===== src/rtl/reaction_timer.sv =====
// reaction_timer: reaction-time measurement for a start-light game.
// A synchronised, edge-detected player key is timed against a free
// 1 ms tick after the start light comes on; the result is kept as four
// BCD digits. Optional best-time tracking is compiled in with the
// REACTION_BEST_EN macro; without it best_bcd is tied to zero.
//
// state    | meaning
// ---------+---------------------------------------------------------
// IDLE     | after reset, waiting for start
// ARMED    | round armed, waiting for the start light (go)
// TIMING   | start light seen, counting ms ticks until a press
// DONE     | valid reaction time held in time_bcd
// FOUL     | press arrived before the start light
// TOUT     | no press before TIMEOUT_MS, time_bcd holds the limit
module reaction_timer #(
    parameter int CLK_PER_MS = 50000,
    parameter int TIMEOUT_MS = 9999
) (
    input  logic        clk,
    input  logic        rst,
    input  logic        start,
    input  logic        go,
    input  logic        btn_n,
    output logic [2:0]  state_o,
    output logic [15:0] time_bcd,
    output logic        done,
    output logic        foul,
    output logic        timeout,
    output logic [15:0] best_bcd
);

    localparam int CW = (CLK_PER_MS > 1) ? $clog2(CLK_PER_MS) : 1;
    localparam logic [CW-1:0] TICK_LAST = CW'(CLK_PER_MS - 1);
    localparam logic [15:0] TIMEOUT_BCD = {4'(TIMEOUT_MS / 1000),
                                           4'((TIMEOUT_MS / 100) % 10),
                                           4'((TIMEOUT_MS / 10) % 10),
                                           4'(TIMEOUT_MS % 10)};

    typedef enum logic [2:0] {
        S_IDLE   = 3'd0,
        S_ARMED  = 3'd1,
        S_TIMING = 3'd2,
        S_DONE   = 3'd3,
        S_FOUL   = 3'd4,
        S_TOUT   = 3'd5
    } state_t;

    // Four-digit BCD increment with decimal carry; 9999 wraps to 0000,
    // which never happens in practice because the timeout stops first.
    function automatic logic [15:0] bcd_inc(input logic [15:0] v);
        logic [15:0] r;
        logic        carry;
        r     = v;
        carry = 1'b1;
        for (int i = 0; i < 4; i++) begin
            if (carry) begin
                if (r[i*4 +: 4] == 4'd9) begin
                    r[i*4 +: 4] = 4'd0;
                end else begin
                    r[i*4 +: 4] = r[i*4 +: 4] + 4'd1;
                    carry       = 1'b0;
                end
            end
        end
        return r;
    endfunction

    state_t          r_state;
    logic [15:0]     r_time;
    logic [CW-1:0]   r_cnt;
    logic            r_done;
    logic            r_foul;
    logic            r_tout;
    logic            r_btn_s1;
    logic            r_btn_s2;
    logic            r_btn_d;
    logic            r_press;
    logic            w_tick;
    logic [15:0]     w_time_inc;

    assign w_tick     = (r_state == S_TIMING) && (r_cnt == TICK_LAST);
    assign w_time_inc = bcd_inc(r_time);

    // Key synchroniser and registered falling-edge detector; the press
    // pulse appears three edges after the key goes low.
    always_ff @(posedge clk) begin
        if (rst) begin
            r_btn_s1 <= 1'b1;
            r_btn_s2 <= 1'b1;
            r_btn_d  <= 1'b1;
            r_press  <= 1'b0;
        end else begin
            r_btn_s1 <= btn_n;
            r_btn_s2 <= r_btn_s1;
            r_btn_d  <= r_btn_s2;
            r_press  <= r_btn_d & ~r_btn_s2;
        end
    end

    // Round FSM with ms tick counter, BCD time and registered status flags.
    always_ff @(posedge clk) begin
        if (rst) begin
            r_state <= S_IDLE;
            r_time  <= 16'h0000;
            r_cnt   <= '0;
            r_done  <= 1'b0;
            r_foul  <= 1'b0;
            r_tout  <= 1'b0;
        end else begin
            case (r_state)
                S_IDLE, S_DONE, S_FOUL, S_TOUT: begin
                    if (start) begin
                        r_state <= S_ARMED;
                        r_time  <= 16'h0000;
                        r_cnt   <= '0;
                        r_done  <= 1'b0;
                        r_foul  <= 1'b0;
                        r_tout  <= 1'b0;
                    end
                end
                S_ARMED: begin
                    if (r_press) begin
                        r_state <= S_FOUL;
                        r_foul  <= 1'b1;
                    end else if (go) begin
                        r_state <= S_TIMING;
                        r_cnt   <= '0;
                    end
                end
                S_TIMING: begin
                    // A press wins over a coincident tick, freezing the time.
                    if (r_press) begin
                        r_state <= S_DONE;
                        r_done  <= 1'b1;
                    end else if (w_tick) begin
                        r_cnt  <= '0;
                        r_time <= w_time_inc;
                        if (w_time_inc == TIMEOUT_BCD) begin
                            r_state <= S_TOUT;
                            r_tout  <= 1'b1;
                        end
                    end else begin
                        r_cnt <= r_cnt + CW'(1);
                    end
                end
                default: begin
                    r_state <= S_IDLE;
                    r_done  <= 1'b0;
                    r_foul  <= 1'b0;
                    r_tout  <= 1'b0;
                end
            endcase
        end
    end

`ifdef REACTION_BEST_EN
    logic [15:0] r_best;

    // Best time: BCD digits order the same as the value, so a plain
    // unsigned compare picks the minimum. Loads on the edge done rises.
    always_ff @(posedge clk) begin
        if (rst) begin
            r_best <= 16'h9999;
        end else if ((r_state == S_TIMING) && r_press && (r_time < r_best)) begin
            r_best <= r_time;
        end
    end

    assign best_bcd = r_best;
`else
    assign best_bcd = 16'h0000;
`endif

    assign state_o  = r_state;
    assign time_bcd = r_time;
    assign done     = r_done;
    assign foul     = r_foul;
    assign timeout  = r_tout;

endmodule


===== config.mk =====
export PLATFORM = sky130hd
export DESIGN_NAME = reaction_timer
export DESIGN_NICKNAME = d
export VERILOG_FILES = /design/src/rtl/reaction_timer.sv
export SDC_FILE = /design/constraint.sdc
export NUM_CORES = 1
export LEC_CHECK = 0
export CAP_MARGIN = 20
export CORE_AREA = 2 2 76 78
export DETAILED_ROUTE_END_ITERATION = 8
export DIE_AREA = 0 0 78 80
export GPL_ROUTABILITY_DRIVEN = 0
export GPL_TIMING_DRIVEN = 0
export PLACE_DENSITY = 0.81
export SLEW_MARGIN = 40
export SYNTH_ARGS = -nofsm -noshare
export SYNTH_HDL_FRONTEND = slang
export SYNTH_SLANG_ARGS = --single-unit

===== constraint.sdc =====
create_clock -name clk -period 2 [get_ports clk]
set_input_delay 0.4 -clock clk [delete_from_list [all_inputs] [get_ports clk]]
set_output_delay 0.4 -clock clk [all_outputs]
set_load 0.02 [all_outputs]

# Word-level counts from Yosys, hierarchy flattened
# Cells that the tools add are included.
# word_totals
regBits	42
# classes
addsub	5
n_eq_ne	22
muxes	36
bitwise	4
reduce_logical	11
# ops
op	n
2-to-1 mux 16 bit	7
case mux 16 bit (3 select lines)	1
== test 16 bit (second input constant)	2
case mux 16 bit (2 select lines)	1
2-to-1 mux 4 bit	7
2-to-1 mux 3 bit	6
adder 16 x 1 -> 16 bit (second input constant)	1
adder 4 x 1 -> 4 bit (second input constant)	4
== test 4 bit (second input constant)	4
inequality test 2 bit (second input constant)	7
2-to-1 mux 1 bit	10
AND reduction 5 bit	2
case mux 1 bit (3 select lines)	3
case mux 3 bit (3 select lines)	1
AND reduction 4 bit	2
== test 3 x 2 -> 1 bit (second input constant)	2
== test 3 bit (second input constant)	2
inequality test 3 bit (second input constant)	2
AND reduction 3 bit	2
OR reduction 4 bit	1
== test 3 x 1 -> 1 bit (second input constant)	1
zero test 3 bit	1
inequality test 3 x 2 -> 1 bit (second input constant)	1
NOT 1 bit	3
5 further kinds	5

# Longest topological paths before layout
# Gate-level depths: netlist of run 1.
# depth
ltp_word	10
ltp_mapped	8
depth_no_buf	6

# Worst setup path before layout of run 1
# No wires, ideal clock.
# synth_path
path_type	register to register
start	reg r_time[0], in the netlist time_bcd[0]
end	reg r_state[2], in the netlist state_o[2]
setup_ns	0.070
t_arrival_ns	2.301
required_ns	1.930
path_slack_ns	-0.370
stages_incl_launch_ff	7
path_cell_list	dfxtp_1 buf_2 nand4bb_1 nor4b_4 mux2_1 or4_1 a21oi_1
# synth_between
elab_chain_len	8
word_cells_on_any_way	12
classes_between	1 x add/sub; 3 x eq/ne; 7 x mux; 1 x reduce/logical
# synth_rtl
item	line	rtl
start: declaration	69	logic [15:0] r_time;
start signal: assignment	137	r_time <= w_time_inc;
== test 4 bit	57	if (r[i*4 +: 4] == 4'd9) begin
2-to-1 mux 1 bit	57	
2-to-1 mux 1 bit (2 in series)	56	if (carry) begin
2-to-1 mux 4 bit	56	
== test 16 bit *	138	if (w_time_inc == TIMEOUT_BCD) begin
inequality test 3 x 2 -> 1 bit (no line) *	n/a	
AND reduction 4 bit (no line) *	n/a	
end signal: assignment	133	r_state <= S_DONE;
end signal: assignment	139	r_state <= S_TOUT;
end signal: assignment	147	r_state <= S_IDLE;
end: declaration	68	state_t r_state;
# Mark *: on every way between the ends. The rest lies on a longest branch, timed or not.
# A chain may end at the register's enable or synchronous reset.

# Worst setup path after layout of run 1
# layout_path
start	reg r_time[2], in the netlist time_bcd[2]
end	reg r_state[2], in the netlist state_o[2]
# The elaborated chain is that of the path after synthesis.

==> impl_metrics.env, run 1 <==
export IMPL_synthTopCellsByArea="dfxtp_1, buf_4, xor2_1, nor2_1, a21oi_1"
export IMPL_synth_edf_count=0
export IMPL_pin_count=43
export IMPL_antenna_found_initial=0
export IMPL_diodes=0
export IMPL_grt_pass1_vias=2364
export IMPL_dpl_instance_area_um2=2970
export IMPL_worst_slew_pin_transition_ns=0.505
export IMPL_p_leak_uw=0.00131
export IMPL_ys_seq_area_share_pct=33.5
export IMPL_clock_path_buffers=2
export IMPL_cts_hold_buf=0
export IMPL_ys_async_sr_fraction_pct=0
export IMPL_clk_pin_slew_ns=0.09
export IMPL_critPathKind="flip-flop to flip-flop"
export IMPL_syn_inst=302
export IMPL_grt_usage_pct=21.3
export IMPL_final_common_cell="buf_4"
export IMPL_clock_fmax_mhz=501
export IMPL_cts_tree="built"
export IMPL_hold_ws_ns=0.412
export IMPL_synth_cell_types=60
export IMPL_p_per_area_nw_per_um2=769
export IMPL_n_fill_cell=451
export IMPL_min_period_ns=2.00
export IMPL_rsz0062_at_grt="yes"
export IMPL_finalSetupViolCount=0
export IMPL_wl_per_cell_um=15.7
export IMPL_insertion_delay_ns=0.31
export IMPL_nNetsFinal=380
export IMPL_synth_area_um2=2510
export IMPL_first_iter_violations=209
export IMPL_die_x_um=78
export IMPL_hpwl_um=4170
export IMPL_yosysTopAreaCellShare_pct=33.5
export IMPL_maxSlewViolCount=0
export IMPL_wl_um=7010
export IMPL_grt_pass1_wl_um=10800
export IMPL_ys_flop_type="dfxtp_1"
export IMPL_row_count=27
export IMPL_cp_start_kind="flip-flop"
export IMPL_cts_root_buffer="clkbuf_8"
export IMPL_htree_num_levels=2
export IMPL_crit_fanout=8
export IMPL_clock_sinks=42
export IMPL_setup_tns_ns=0
export IMPL_vias=2538
export IMPL_synth_area_per_cell_um2=8.30
export IMPL_ff_latch_area_um2=866
export IMPL_post_route_util_pct=63.8
export IMPL_layout_common_cells="buf_4, dfxtp_1, nor2_1"
export IMPL_relSlewSlack_pct=66.3
export IMPL_areaGrowthSynthToFinish_pct=37.6
export IMPL_maxCapViolations=0
export IMPL_dieArea_um2=6240
export IMPL_io_buffers=26
export IMPL_crit_path_end_kind="flip-flop"
export IMPL_yosysTopAreaCell="dfxtp_1"
export IMPL_die_y_um=80
export IMPL_fin_total_pwr_uw=2650
export IMPL_drt_first_pass_iters=5
export IMPL_drc=0
export IMPL_synth_seq_cells=42
export IMPL_ant_nets=0
export IMPL_multi_input_area_um2=1680
export IMPL_skew_ns=0.0144
export IMPL_start_util_pct=46.4
export IMPL_final_cell_area_um2=3450
export IMPL_status="complete, no violations"
export IMPL_worstPathArrival_ns=2.23
export IMPL_cts_buffers=5
export IMPL_peakVddDrop_mv=0.368
export IMPL_overflow=0
export IMPL_fin_crit_sh_pct=99.9
export IMPL_drive_gt1_share_pct=28.5
export IMPL_coreArea_um2=5410
export IMPL_min_path_type="flip-flop to flip-flop"
export IMPL_ys_warn_count=0
export IMPL_critPathRequiredTime_ns=2.23
export IMPL_vias_per_cell=5.68
export IMPL_grt_max_degree=13
export IMPL_hold_viol=0
cell type report:
cell class | count | share of cell area, %
clock buffers | 7 | 2.50
clock inverters | 1 | 0.145
repair buffers | 52 | 13.6
plain buffers | 30 | 6.49
flip-flops and latches | 42 | 25.1
multi-input cells | 236 | 48.8
inverters | 7 | 0.762
well taps | 72 | 2.61
per-layer routing:
layer / share of wire (%) / vias to the layer above / GRT usage (%)
li1: - / 1224 / -
met5: 0 / - / 0
met3: 6.0 / 13 / 5.54
met1: 43 / 1201 / 26.1
met2: 49 / 100 / 34.2
met4: 1.6 / 0 / 11.1
power by group:
part	leakage, uW	internal (uW)	switching [uW]
logic	0.000911	526	612
registers	0.000347	873	53.7
clock network	0.0000482	279	310
flip-flops by register name, indices dropped and copies added, names as in the netlist:
name / cells
done: 1
foul: 1
r_btn_d: 1
r_btn_s1: 1
r_btn_s2: 1
r_cnt: 16
r_press: 1
state_o: 3
time_bcd: 16
timeout: 1
worst max-delay path: stages (launching register included):
cell and delay, ns:
dfxtp_2 0.38, nand4bb_4 0.25, nor4b_4 0.35, mux2_4 0.35, or4_4 0.45, a21oi_2 0.14
stage by stage:
| stage | worst slack (ns) | instances |
|---|---|---|
| finish | 0.00273 | 447 |
| CTS | 0.00125 | 439 |
| global placement | -0.555 | 415 |
| detailed placement | -0.555 | 415 |
| global route | -0.0643 | 447 |
| floorplan | -0.0507 | 317 |
synth_stat cells, types with 7 or more instances:
cell	instances
dfxtp_1	42
nor2_1	30
buf_4	17
a21oi_1	16
nand2_1	15
o21ai_0	15
xor2_1	13
nor2b_1	12
nor3_1	10
buf_2	9
nand2b_1	9
a31oi_1	8
inv_1	7
cell families after synthesis:
family / after synthesis / share of synthesized area, %
AOI/OAI and AO/OA: 76 / 20.4
xor gates and xnor gates: 13 / 4.54
adders and majority gates: 1 / 0.499
buffers and inverters: 39 / 8.84
DFF: 42 / 33.5
muxes: 3 / 1.35
other: 1 / 0.150
and+or+nand+nor: 127 / 30.7
path summary, 6_finish.rpt:
path | start | to | slack [ns] | cells past startpoint
setup / recovery | time_bcd[2]$_SDFFE_PP0P_ | state_o[2]$_SDFFE_PP0P_ | 0.003 | 5
hold / removal | r_btn_d$_SDFF_PP1_ | r_press$_SDFF_PP0_ | 0.41 | 2
setup reg to reg | time_bcd[2]$_SDFFE_PP0P_ | state_o[2]$_SDFFE_PP0P_ | 0.003 | 5
hold reg to reg | r_btn_d$_SDFF_PP1_ | r_press$_SDFF_PP0_ | 0.41 | 2
timing repair:
action                                  in CTS  in global routing
gates cloned                                 1                  0
gates resized for setup                     21                 40
setup buffers                               15                 10
endpoints found under the hold margin        0                  0
endpoints found under the setup margin      34                 33
pin swaps                                    7                 12
Power figures use the tool's default switching activity.
==> inputs of run 2 (changes only) <==
- SLEW_MARGIN: 40 -> not set
==> results of run 2 <==
Same layout as run 1: the final DEF is identical, and so are final timing and power.
==> RTL edit 1, RTL diff (config.mk and constraints of run 1) <==
Add a define of `REACTION_BEST_EN`.
--- a/src/rtl/reaction_timer.sv
+++ b/src/rtl/reaction_timer.sv
@@ -14,2 +14,4 @@
 // TOUT     | no press before TIMEOUT_MS, time_bcd holds the limit
+`define REACTION_BEST_EN
+
 module reaction_timer #(
Check against the original RTL: not equivalent (Yosys sat finds a counterexample within 4 cycles, from zero or initial values and one cycle with rst high).
==> RTL edit 1 against run 1 <==
  * The flow now finishes with violations (negative setup slack)
  * Setup slack got worse by 0.28 ns
  * Routed wire length rose by 54%
  * Area after synthesis rose by 34%
  * Non-clock buffer count rose by 15
  * Sequential cell count rose by 16
  * Power fell by 2.4%
  * Final area rose by 39%
  * Critical path depth rose by 3
  * Worst hold slack improved by 0.0050 ns
==> RTL edit 1: results (changes against run 1) <==
CRITICAL_PATH.SLOWEST_CELL='sky130_fd_sc_hd__dfxtp_2'  # was sky130_fd_sc_hd__or4_4
VIAS_PER_CELL=6.19  # was 5.68
GRT_PASS1_WL_UM=15700  # was 10800 um
SYNTH_FA_HA_AREA_SHARE_PCT=5.97  # was 0.499%
MULTI_INPUT_COMB_AREA_MM2=0.00236  # was 0.00168 mm^2
FILL_CELLS=259  # was 451
FIRST_GLOBAL_VIAS=3284  # was 2364
STDCELL_AREA_MM2=0.00480  # was 0.00345 mm^2
SYNTH.TOP_CELLS.BY_AREA='sky130_fd_sc_hd__dfxtp_1 35%, sky130_fd_sc_hd__nor2_1 7.6%, sky130_fd_sc_hd__ha_1 6.0%'  # was sky130_fd_sc_hd__dfxtp_1 34%, sky130_fd_sc_hd__buf_4 5.1%, sky130_fd_sc_hd__xor2_1 4.5%
CTS_INSERTED_BUFFERS=9  # was 5
CP_SLOWEST_STAGE_DELAY_NS=0.43  # was 0.45 ns
DRIVE_ABOVE_1_SHARE_PCT=28.3  # was 28.5%
GRT_START_MAX_NET_PINS=12  # was 13
DR.FIRST_ITER.DRC_COUNT=323  # was 209
RUN_STATUS='finished, violations left'  # was finished, final reports clean
TNS_NS=-5.21  # was 0 ns
ARRIVAL_NS=2.55  # was 2.23 ns
SYNTH-XOR-AREA-SHARE_PCT=3.40  # was 4.54%
FINALCLOCKSKEW_NS=0.0103  # was 0.0144 ns
CLOCK_SINK_COUNT=58  # was 42
LAYOUTNONFILLERINSTCOUNT=577  # was 447
GLOBAL_ROUTE.USAGE.TOTAL_PCT=32.1  # was 21.3%
PORTBUFFERS=41  # was 26
NONCLOCKINVERTERCOUNT=23  # was 7
FINALSETUPVIOLCOUNT=29  # was 0
AVGROUTEDWIREPERCELL_UM=18.7  # was 15.7 um
PLACED_CELL_AREA_MM2=0.00395  # was 0.00297 mm^2
SYNTHESIS.AREA_PER_INSTANCE_UM2=8.10  # was 8.30 um^2
SYNTH-COMPOUND-AREA-SHARE_PCT=17.6  # was 20.4%
DP_HPWL_UM=6010  # was 4170 um
VIOLATIONS='negative setup slack'
SEQAREAFRACTION_PCT=25.4  # was 25.1%
LAYOUT.CLOCK.CELL_AREA_SHARE_PCT=4.14  # was 2.65%
NUMPLACEDINSTANCES=527  # was 415
SYNTHMUXAREASHARE_PCT=5.67  # was 1.35%
TIMING.FINAL.WS_SETUP_NS=-0.277  # was 0.00273 ns
FINAL.CLKBUF_COUNT=13  # was 7
YOSYS.CELL_TYPES.COUNT=57  # was 60
SYNTH.CELLS.MOST_FREQUENT='68 x sky130_fd_sc_hd__nor2_1, 58 x sky130_fd_sc_hd__dfxtp_1, 26 x sky130_fd_sc_hd__a21oi_1, 24 x sky130_fd_sc_hd__nand2b_1, 23 x sky130_fd_sc_hd__inv_1'  # was 42 x sky130_fd_sc_hd__dfxtp_1, 30 x sky130_fd_sc_hd__nor2_1, 17 x sky130_fd_sc_hd__buf_4, 16 x sky130_fd_sc_hd__a21oi_1
-- RTL edit 1: layer usage --
metal  vias to the layer above  wire (um)  share of wire (%)  global-route usage [%]
li1                       1630          -                  -                       -
met1                      1712       4210                 39                    37.8
met5                         -          0                  0                       0
met4                         0        288                2.7                    13.2
met2                       194       5610                 52                    59.5
met3                        38        711                6.6                    3.51
-- RTL edit 1: power breakdown --
| group | switching, mW | internal, mW |
|---|---|---|
| Combinational | 0.179 | 0.132 |
| Sequential | 0.0126 | 1.16 |
| Clock | 0.515 | 0.592 |
| Total | 0.706 | 1.88 |
-- RTL edit 1: timing repair --
item                                   CTS  global route
resized for setup                       50            51
pin swaps                               25            19
endpoints found under the hold margin    0             0
setup endpoints to repair               52            41
buffers inserted                        23            13
cloned                                   0             1
-- RTL edit 1: path summary, 6_finish.rpt --
path	endpoint	slack, ns	cells past startpoint
hold reg to reg	r_press	0.42	2
hold / removal	r_press	0.42	2
setup / recovery	best_bcd[0]	-0.28	8
setup reg to reg	best_bcd[0]	-0.28	8
==> RTL edit 2, RTL diff (flow settings as in run 1) <==
Without the edit above. Add an input register stage for `start`, `go` and `btn_n`, without a reset; this delays them by one clock.
--- a/src/rtl/reaction_timer.sv
+++ b/src/rtl/reaction_timer.sv
@@ -47,2 +47,12 @@
 
+    logic start_q;
+    logic go_q;
+    logic btn_n_q;
+
+    always_ff @(posedge clk) begin
+        start_q <= start;
+        go_q    <= go;
+        btn_n_q <= btn_n;
+    end
+
     // Four-digit BCD increment with decimal carry; 9999 wraps to 0000,
@@ -92,3 +102,3 @@
         end else begin
-            r_btn_s1 <= btn_n;
+            r_btn_s1 <= btn_n_q;
             r_btn_s2 <= r_btn_s1;
@@ -111,3 +121,3 @@
                 S_IDLE, S_DONE, S_FOUL, S_TOUT: begin
-                    if (start) begin
+                    if (start_q) begin
                         r_state <= S_ARMED;
@@ -124,3 +134,3 @@
                         r_foul  <= 1'b1;
-                    end else if (go) begin
+                    end else if (go_q) begin
                         r_state <= S_TIMING;
Formal check against the unedited RTL: not equivalent (a bounded check fails within 4 cycles, from zero or initial values and one cycle with rst high).
==> RTL edit 2 against run 1 <==
  * The run now ends with negative setup slack left
  * Routed wire length decreased by 0.77%
  * Area after synthesis increased by 2.2%
  * Via count increased by 3.2%
  * Die area unchanged
  * Sequential cell count increased by 3
  * Setup slack got worse by 0.15 ns
  * Final area increased by 2.1%
Power is not compared: it rests on default switching activity, and its combinational part moved more than twofold at a synthesized area within 25%.
==> RTL edit 2: results (changes against run 1) <==
RUN_STATUS='finished, violations left'  # was finished, final reports clean
VIOLATIONS='negative setup slack'
DRT_DRC_VIOLATIONS_LEFT=0  # unchanged
REG2REG_DEPTH=7  # was 5
SYNTH.TOP_CELLS.BY_AREA='sky130_fd_sc_hd__dfxtp_1 35%, sky130_fd_sc_hd__nor2_1 6.4%, sky130_fd_sc_hd__a21oi_1 5.5%'  # was sky130_fd_sc_hd__dfxtp_1 34%, sky130_fd_sc_hd__buf_4 5.1%, sky130_fd_sc_hd__xor2_1 4.5%
DP_HPWL_UM=4170  # about the same
GRT_ANTENNA_BEFORE_REPAIR=0  # unchanged
ARRIVAL_NS=2.38  # was 2.23 ns
GRT_START_MAX_NET_PINS=15  # was 13
NUMPLACEDINSTANCES=434  # was 415
TIMING.FINAL.WS_SETUP_NS=-0.142  # was 0.00273 ns
POST-CTS-SETUP-BUFFER-COUNT=16  # was 15
WIRELENGTH_MET1_UM=2820  # was 3010 um
PORTBUFFERS=25  # was 26
CLOCKROOTBUFFER='sky130_fd_sc_hd__clkbuf_8'  # unchanged
POST_SYNTH_INST_COUNT=322  # was 302
CP_MAX_FO=4  # was 8
DR.FIRST_ITER.DRC_COUNT=147  # was 209
POWER.SEQUENTIAL.FRACTION_PCT=46.2
GRT_PASS1_WL_UM=11000  # was 10800 um
COUNT_OF_TRITONROUTE_ITERATIONS_IN_THE_FIRST_ROUTING_PASS=4  # was 5
POST-SYNTH-TOP-AREA-FRACTION_PCT=35.2  # was 33.5%
YOSYS.CELL_TYPES.COUNT=56  # was 60
TIMING_WORST_SLEW_PIN_VALUE_NS=0.619  # was 0.505 ns
CTS.REPAIR.RESIZED=42  # was 21
SYNTH.CELLS.MOST_FREQUENT='45 x sky130_fd_sc_hd__dfxtp_1, 44 x sky130_fd_sc_hd__nor2_1, 28 x sky130_fd_sc_hd__a21oi_1, 17 x sky130_fd_sc_hd__nand2_1'  # was 42 x sky130_fd_sc_hd__dfxtp_1, 30 x sky130_fd_sc_hd__nor2_1, 17 x sky130_fd_sc_hd__buf_4, 16 x sky130_fd_sc_hd__a21oi_1
VIAS_PER_CELL=5.66  # was 5.68
PRE_CTS_WS_NS=-0.407  # was -0.555 ns
DRIVE_ABOVE_1_SHARE_PCT=28.4  # was 28.5%
SYNTH_SEQUENTIAL_AREA_RATIO_PCT=35.2  # was 33.5%
GLOBAL_ROUTE.USAGE.TOTAL_PCT=22.1  # was 21.3%
NNETSFINAL=396  # was 380
TNS_NS=-0.467  # was 0 ns
FINALCLOCKSKEW_NS=0.0121  # was 0.0144 ns
FILL_CELLS=432  # was 451
LEAKAGE_POWER_nW=1.30
VIAS_POST_DR=2620  # was 2538
ROUTED-WL-MET2_UM=3640  # was 3470 um
CRIT_END='state_o[0]'  # was state_o[2]
MET3_WIRELENGTH_UM=355  # was 424 um
ROUTE.FINAL.WIRE_LENGTH_UM=6960  # was 7010 um
PLACED_CELL_AREA_MM2=0.00303  # was 0.00297 mm^2
FIRST_GLOBAL_VIAS=2409  # was 2364
FINALSETUPVIOLCOUNT=4  # was 0
CRITPATHLAUNCH='time_bcd[2]'  # unchanged
RTL edit 2: layer usage:
metal  GRT usage (%)  up-vias
met3            4.41       16
met1            24.8     1254
met4            10.5        0
met5               0        -
met2            39.9      104
li1                -     1246
RTL edit 2: cell type report:
cell class,count,area (um^2),share of cell area [%]
buffer,29,226,6.43
clock inverter,1,6.26,0.178
multi-input combinational,249,1690,48.1
timing repair buffer,49,447,12.7
inverter,11,41.3,1.17
clock buffer,7,86.3,2.45
sequential,45,932,26.5
tap,72,90.1,2.56
RTL edit 2: cells by family after synthesis:
family,Yosys count,synth area share (%)
XOR/XNOR,14,4.79
flip-flops,45,35.2
buffers and inverters,43,9.03
other,1,0.146
AND/OR/NAND/NOR,143,30.8
AO/OA/AOI/OAI,73,18.8
multiplexers,2,0.781
adder cells (fa/ha/maj),1,0.488
RTL edit 2: how the worst min path moves through the flow:
stage	from	endpoint	slack (ns)	depth (start not counted)
global route	r_btn_s1	r_btn_s2	0.45	1
global placement	r_btn_s1	r_btn_s2	0.39	1
floorplan	btn_n_q	r_btn_s1	0.39	1
CTS	r_btn_s1	r_btn_s2	0.42	1
detailed placement	r_btn_s1	r_btn_s2	0.40	1
finish	r_btn_s1	r_btn_s2	0.41	1
RTL edit 2: critical path, stage by stage, from the launching register on:
cell,delay [ns]
sky130_fd_sc_hd__dfxtp_4,0.35
sky130_fd_sc_hd__nand4bb_1,0.20
sky130_fd_sc_hd__buf_6,0.15
sky130_fd_sc_hd__or3_4,0.37
sky130_fd_sc_hd__a211o_1,0.27
sky130_fd_sc_hd__a2111oi_4,0.43
sky130_fd_sc_hd__a41oi_2,0.16
sky130_fd_sc_hd__nor2_1,0.14
